[src/rtl/sr_flipflop_bank.sv]
// Bank of independent clocked set/reset flip-flops with selectable S=R=1
// resolution, registered edge pulses and sticky conflict monitoring.
module sr_flipflop_bank #(
    parameter int               WIDTH     = 8,
    parameter int               MODE      = 0,
    parameter logic [WIDTH-1:0] RESET_VAL = {WIDTH{1'b0}},
    parameter int               CNT_W     = 8
) (
    input  logic             clk,
    input  logic             rst,
    input  logic             en,
    input  logic [WIDTH-1:0] s,
    input  logic [WIDTH-1:0] r,
    input  logic             clr_err,
    output logic [WIDTH-1:0] q,
    output logic [WIDTH-1:0] q_bar,
    output logic [WIDTH-1:0] rise,
    output logic [WIDTH-1:0] fall,
    output logic [WIDTH-1:0] conflict_flags,
    output logic [CNT_W-1:0] conflict_cnt
);

    // Unsupported MODE values fall back to hold.
    localparam logic [1:0] MODE_EFF = (MODE >= 0 && MODE <= 3) ? 2'(MODE) : 2'd0;
    localparam logic [CNT_W-1:0] CNT_MAX = {CNT_W{1'b1}};

    logic [WIDTH-1:0] q_q, q_d;
    logic [WIDTH-1:0] rise_q, rise_d;
    logic [WIDTH-1:0] fall_q, fall_d;
    logic [WIDTH-1:0] flags_q, flags_d;
    logic [CNT_W-1:0] cnt_q, cnt_d;
    logic [WIDTH-1:0] conflict_s;
    logic             any_conflict_s;

    // Per-channel next state and the edge pulses derived from it.
    always_comb begin
        q_d = q_q;
        if (en) begin
            for (int i = 0; i < WIDTH; i++) begin
                case ({s[i], r[i]})
                    2'b10:   q_d[i] = 1'b1;
                    2'b01:   q_d[i] = 1'b0;
                    2'b11: begin
                        case (MODE_EFF)
                            2'd1:    q_d[i] = 1'b1;
                            2'd2:    q_d[i] = 1'b0;
                            2'd3:    q_d[i] = ~q_q[i];
                            default: q_d[i] = q_q[i];
                        endcase
                    end
                    default: q_d[i] = q_q[i];
                endcase
            end
        end else begin
            q_d = q_q;
        end
        rise_d = q_d & ~q_q;
        fall_d = ~q_d & q_q;
    end

    // Conflict detection: a clear in the same cycle as a conflict lets the new event win.
    always_comb begin
        conflict_s     = en ? (s & r) : {WIDTH{1'b0}};
        any_conflict_s = |conflict_s;
        flags_d        = (clr_err ? {WIDTH{1'b0}} : flags_q) | conflict_s;
        cnt_d          = cnt_q;
        if (clr_err) begin
            cnt_d = any_conflict_s ? CNT_W'(1) : {CNT_W{1'b0}};
        end else if (any_conflict_s && (cnt_q != CNT_MAX)) begin
            cnt_d = cnt_q + CNT_W'(1);
        end else begin
            cnt_d = cnt_q;
        end
    end

    // State register; reset lands on RESET_VAL without producing edge pulses.
    always_ff @(posedge clk or posedge rst) begin
        if (rst) begin
            q_q     <= RESET_VAL;
            rise_q  <= {WIDTH{1'b0}};
            fall_q  <= {WIDTH{1'b0}};
            flags_q <= {WIDTH{1'b0}};
            cnt_q   <= {CNT_W{1'b0}};
        end else begin
            q_q     <= q_d;
            rise_q  <= rise_d;
            fall_q  <= fall_d;
            flags_q <= flags_d;
            cnt_q   <= cnt_d;
        end
    end

    assign q              = q_q;
    assign q_bar          = ~q_q;
    assign rise           = rise_q;
    assign fall           = fall_q;
    assign conflict_flags = flags_q;
    assign conflict_cnt   = cnt_q;

endmodule

[config.mk]
export PLATFORM = sky130hd
export DESIGN_NAME = sr_flipflop_bank
export DESIGN_NICKNAME = d
export VERILOG_FILES = /design/src/rtl/sr_flipflop_bank.sv
export SDC_FILE = /design/constraint.sdc
export NUM_CORES = 1
export LEC_CHECK = 0
export BUFFER_PORTS_ARGS = -buffer_cell sky130_fd_sc_hd__buf_2
export CAP_MARGIN = 20
export CELL_PAD_IN_SITES_DETAIL_PLACEMENT = 0
export CELL_PAD_IN_SITES_GLOBAL_PLACEMENT = 1
export CORE_MARGIN = 2
export CORE_UTILIZATION = 26
export CTS_CLUSTER_DIAMETER = 80
export CTS_CLUSTER_SIZE = 10
export DETAILED_ROUTE_END_ITERATION = 10
export GPL_TIMING_DRIVEN = 0
export PLACE_DENSITY_LB_ADDON = 0.1
export REMOVE_ABC_BUFFERS = 1
export SLEW_MARGIN = 20
export SYNTH_ARGS = -nofsm -noshare
export SYNTH_HDL_FRONTEND = slang
export SYNTH_SLANG_ARGS = --single-unit
export TNS_END_PERCENT = 30
[constraint.sdc]
create_clock -name clk -period 2.4 [get_ports clk]
set_clock_uncertainty 0.1 [all_clocks]
set_input_delay 0.72 -clock clk [delete_from_list [all_inputs] [get_ports clk]]
set_output_delay 0.72 -clock clk [all_outputs]
set_load 0.1 [all_outputs]
Word-level counts from Yosys, hierarchy flattened:

Cells that the tools add are included.

* add/subtract/negate cells: 1
* eq/ne operators: 17
* mux-type cells: 14
* bitwise gates (word level): 6
* reduce and logical (&&, ||, !) cells: 3

Operators with widths (number)
* $mux 8: 5
* $and 8x8->8: 3
* $eq 2x1->1 const B: 8
* $eq 2x2->1 const B: 8
* $not 8->8: 2
* $pmux 1 s2: 8
* $add 8x1->8 const B: 1
* $ne 8x8->1 const B: 1
* $or 8x8->8: 1
* $reduce_or 8->1: 1
* $reduce_bool 2->1: 1
* $logic_and 1x1->1: 1
* $mux 1: 1

* bits in registers: 40
* input port bits: 20

Depth between registers and ports, before layout:

* depth after elaboration: 6
* mapped depth: 6

Least setup slack after synthesis:

Ideal clock, no wire load.

* kind: reg-to-output
* start point: register q_q[0] (netlist: q[0])
* end point: output port q_bar[0]
* data arrival time: 1590 ps
* slack: -10 ps
* stages on the path, launching flop included: 2
* path buffers: 0
* path through: dfrtp_1 > inv_1

* longest elaborated chain between the ends: 1

RTL lines
* start: declaration: line 27 `logic [WIDTH-1:0] q_q, q_d;`
* start signal: assignment: line 85 `q_q <= q_d;`
* $not 8->8: line 94 `assign q_bar = ~q_q;`
* end: declaration: line 16 `output logic [WIDTH-1:0] q_bar,`

Every way passes these cells.

Worst setup path after layout:

* start point: input port s[3]
* end point: register cnt_q[5] (netlist: conflict_cnt[5])

* longest elaborated chain between the ends: 5

RTL lines
* start: declaration: line 12 `input logic [WIDTH-1:0] s,`
* $and 8x8->8: line 63 `conflict_s = en ? (s & r) : {WIDTH{1'b0}};`
* $mux 8: line 63
* $reduce_or 8->1: line 64 `any_conflict_s = |conflict_s;`
* $logic_and 1x1->1: line 69 `end else if (any_conflict_s && (cnt_q != CNT_MAX)) begin`
* $reduce_bool 2->1 (no source line)
* end signal: assignment: line 83 `cnt_q <= {CNT_W{1'b0}};`
* end signal: assignment: line 89 `cnt_q <= cnt_d;`
* end: declaration: line 31 `logic [CNT_W-1:0] cnt_q, cnt_d;`

Every way passes these cells.
A chain may end at the register's enable or synchronous reset.

==> impl_metrics.csv <==
group,metric,value,unit
outcome,status,"completed",
worst_setup_path,crit_end,"conflict_cnt[5]",
logic_synthesis,syn_avg_cell_area,12.1,sq um
power,clkPwrFrac,18.8,%
routing,drtPass1Iterations,4,
worst_setup_path,crit_type,"in -> reg",
placed_design,gp_congestion,0.689,
clocking,post_cts_resized,0,
cells_and_area,fillCellCount,759,
global_routing,grt_pass1_vias,1360,
worst_setup_path,cp_max_fo,13,
job,maxCapViolCount,0,
worst_setup_path,worstPathRequired,2.47,ns
worst_setup_path,worst_setup_path_start_kind,"primary input",
cells_and_area,final_nets,265,
floorplanning,num_rows,31,
worst_setup_path,reg2reg_from,"conflict_cnt[0]",
cells_and_area,syn_to_final_growth,27.2,%
logic_synthesis,ys_types,35,
power,seqPwrFrac,36.5,%
sta,hold_viol,0,
worst_setup_path,cp_cell_sequence,"buf_2 > ha_1 > or4_4 > o21ai_4 > nor4_1 > mux2_2",
power,intPower,1.08,mW
placed_design,dp_hpwl,3060,um
logic_synthesis,synthArstFlopShare,100,%
power,vdd_drop_max,0.000301,V
routing,routed_wirelength,4060,um
sta,whs,0.263,ns
logic_synthesis,synthFlopType,"dfrtp_1",
clocking,cts_root_buf,"clkbuf_8",
routing,num_vias,1398,
floorplanning,start_util,26.5,%
sta,max-slew-margin-rel,65.1,%
logic_synthesis,postSynthCellCount,157,
clocking,clock_path_buffers,2,
sta,slew_violations,0,
sta,post-route-period-util,96.3,%
sta,max_freq,433,MHz
global_routing,grtUsageTotal,11.0,%
power,sw_frac_of_total,49.4,%
routing,route.detailed.drc,0,
floorplanning,die_w,89.6,um
global_routing,gr-total-overflow,0,
logic_synthesis,synth_edf_count,0,
clocking,cts_tree,"built",
placed_design,dp_slack,-0.235,ns
sta,setup_viol,0,
worst_setup_path,regToRegEndpoint,"conflict_cnt[4]",
hold_path,min_path_type,"in -> async",
sta,tns,0,ns
cells_and_area,multi_input_area,793,sq um
logic_synthesis,ys_seq_area_share,52.6,%
clocking,cts.sinks,40,
sta,worst_slack,0.0896,ns
floorplanning,ios,68,
floorplanning,core_area,7180,sq um
floorplanning,dieArea,8020,sq um
cells_and_area,diodes,0,
sta,worstMarginPinSlew,0.522,ns
clocking,postCtsSetupRepairBufs,0,
power,p_per_area,878,nW/um^2
worst_setup_path,cp.arrival,2.38,ns
global_routing,grt_pass1_wl,6600,um
floorplanning,fp.dieH,89.6,um
global_routing,antenna_found_initial,0,
cells_and_area,regArea,1000,sq um
cells_and_area,drive_above_1_share,42.0,%
clocking,path_clk_slew,0.07,ns
sta,rsz0062_at_grt,"false",
routing,drt_iter0_markers,66,
power,switchingPower,1.05,mW
placed_design,port_buffers,67,
worst_setup_path,r2r_slack,0.51,ns
worst_setup_path,reg2reg_depth,5,
clocking,cts_buffers,5,
worst_setup_path,critPathMaxStageDelay,0.56,ns
worst_setup_path,critPathSlowestCell,"or4_4",
sta,fin_crit,2.31,ns
power,pwr-share-comb,44.6,%
power,power_leakage,1.27,nW
worst_setup_path,critPathLaunch,"s[3]",
routing,post_drt_via_cell_ratio,4.30,
routing,routedWlPerCell,12.5,um
logic_synthesis,syn_area,1900,sq um
worst_setup_path,crit_path_end_kind,"flop",
logic_synthesis,ys_warn_count,0,
global_routing,grt_max_degree,30,
power,power,2.13,mW
routing,ant_nets,0,
cells_and_area,fin_util,33.7,%
clocking,clock_latency,0.28,ns
clocking,hold_buffers,0,
clocking,cts_max_level,2,
logic_synthesis,ys_ff_latch,40,
layout make-up:
| type | count | share of cell area (%) |
|---|---|---|
| Inverter | 21 | 3.26 |
| Tap cell | 99 | 5.12 |
| Timing Repair Buffer | 68 | 14.7 |
| Multi-Input combinational cell | 92 | 32.8 |
| Sequential cell | 40 | 41.3 |
| Clock buffer | 5 | 2.84 |
per-stage QoR:
stage,cells,cell area [sq um]
after floorplan,153,1870
after global placement,319,2330
after detailed placement,320,2350
after CTS,325,2420
after global routing,325,2420
final,325,2420
cell families after synthesis:
family | count (synthesis) | share of synthesized area, %
fa+ha+maj | 17 | 11.2
flops | 40 | 52.6
xor+xnor | 1 | 0.460
buf+inv | 25 | 5.72
simple gates | 44 | 14.1
mux | 10 | 5.85
compound gates | 20 | 10.1
how the worst min path moves through the flow:
stage	slack, ns	to
2_1_floorplan	0.68	conflict_cnt[7]
3_3_place_gp	0.38	conflict_flags[2]
3_5_place_dp	0.38	conflict_flags[1]
4_1_cts	0.27	q[7]
5_1_grt	0.27	fall[7]
6_report	0.26	fall[7]
synthesized netlist by cell type, drive strengths merged (2+ instances only):
master / instances / area share (%)
dfrtp: 40 / 53
inv: 21 / 4.1
ha: 17 / 11
mux2: 9 / 5.3
a22o: 8 / 3.7
and2: 8 / 2.6
nor3: 8 / 2.1
or2b: 6 / 2.4
nand2: 4 / 0.79
nand3: 4 / 1.1
or4: 4 / 2.1
nor2: 3 / 0.72
a21oi: 2 / 0.53
buf: 2 / 1.2
clkbuf: 2 / 0.39
nand2b: 2 / 0.66
o31ai: 2 / 0.79
registers in the layout, indices dropped and copies added, names as in the netlist:
| name | count |
|---|---|
| rise | 8 |
| conflict_flags | 8 |
| q | 8 |
| conflict_cnt | 8 |
| fall | 8 |
metal layers:
metal / vias to the layer above / wire [um] / track usage [%]
met5: - / 0 / 0
met3: 5 / 292 / 4.71
met4: 0 / 43 / 3.66
li1: 677 / - / -
met2: 39 / 1990 / 17.2
met1: 677 / 1740 / 13.6
power by group through the flow:
stage               Combinational (mW)  Clock (mW)  Sequential [mW]
floorplan                        0.300           0             1.28
global placement                 0.957           0            0.790
detailed placement               0.960           0            0.788
CTS                              0.960       0.422            0.777
global route                     0.997       0.457            0.787
finish                           0.950       0.400            0.777
cell usage in the layout, fill, tap and decap left out, types with 2 or more instances in the layout:
cell	instances
buf_2	67
dfrtp_1	40
inv_1	20
ha_1	17
mux2_2	9
nor3_1	8
and2_1	8
a22o_1	7
or2b_1	6
clkbuf_8	5
nand3_1	4
nand2_1	4
or4_4	2
nand2b_1	2
nor2_1	2
o31ai_1	2
or4_2	2
a21oi_1	2
worst max-delay path, delay by kind of cell:
family | cells | cell delay, ns
AO/OA/AOI/OAI | 1 | 0.37
adder cells (fa/ha/maj) | 1 | 0.21
buffers and inverters | 1 | 0.11
multiplexers | 1 | 0.28
AND/OR/NAND/NOR | 2 | 0.69
No activity file was read; power rests on OpenSTA's default activity.
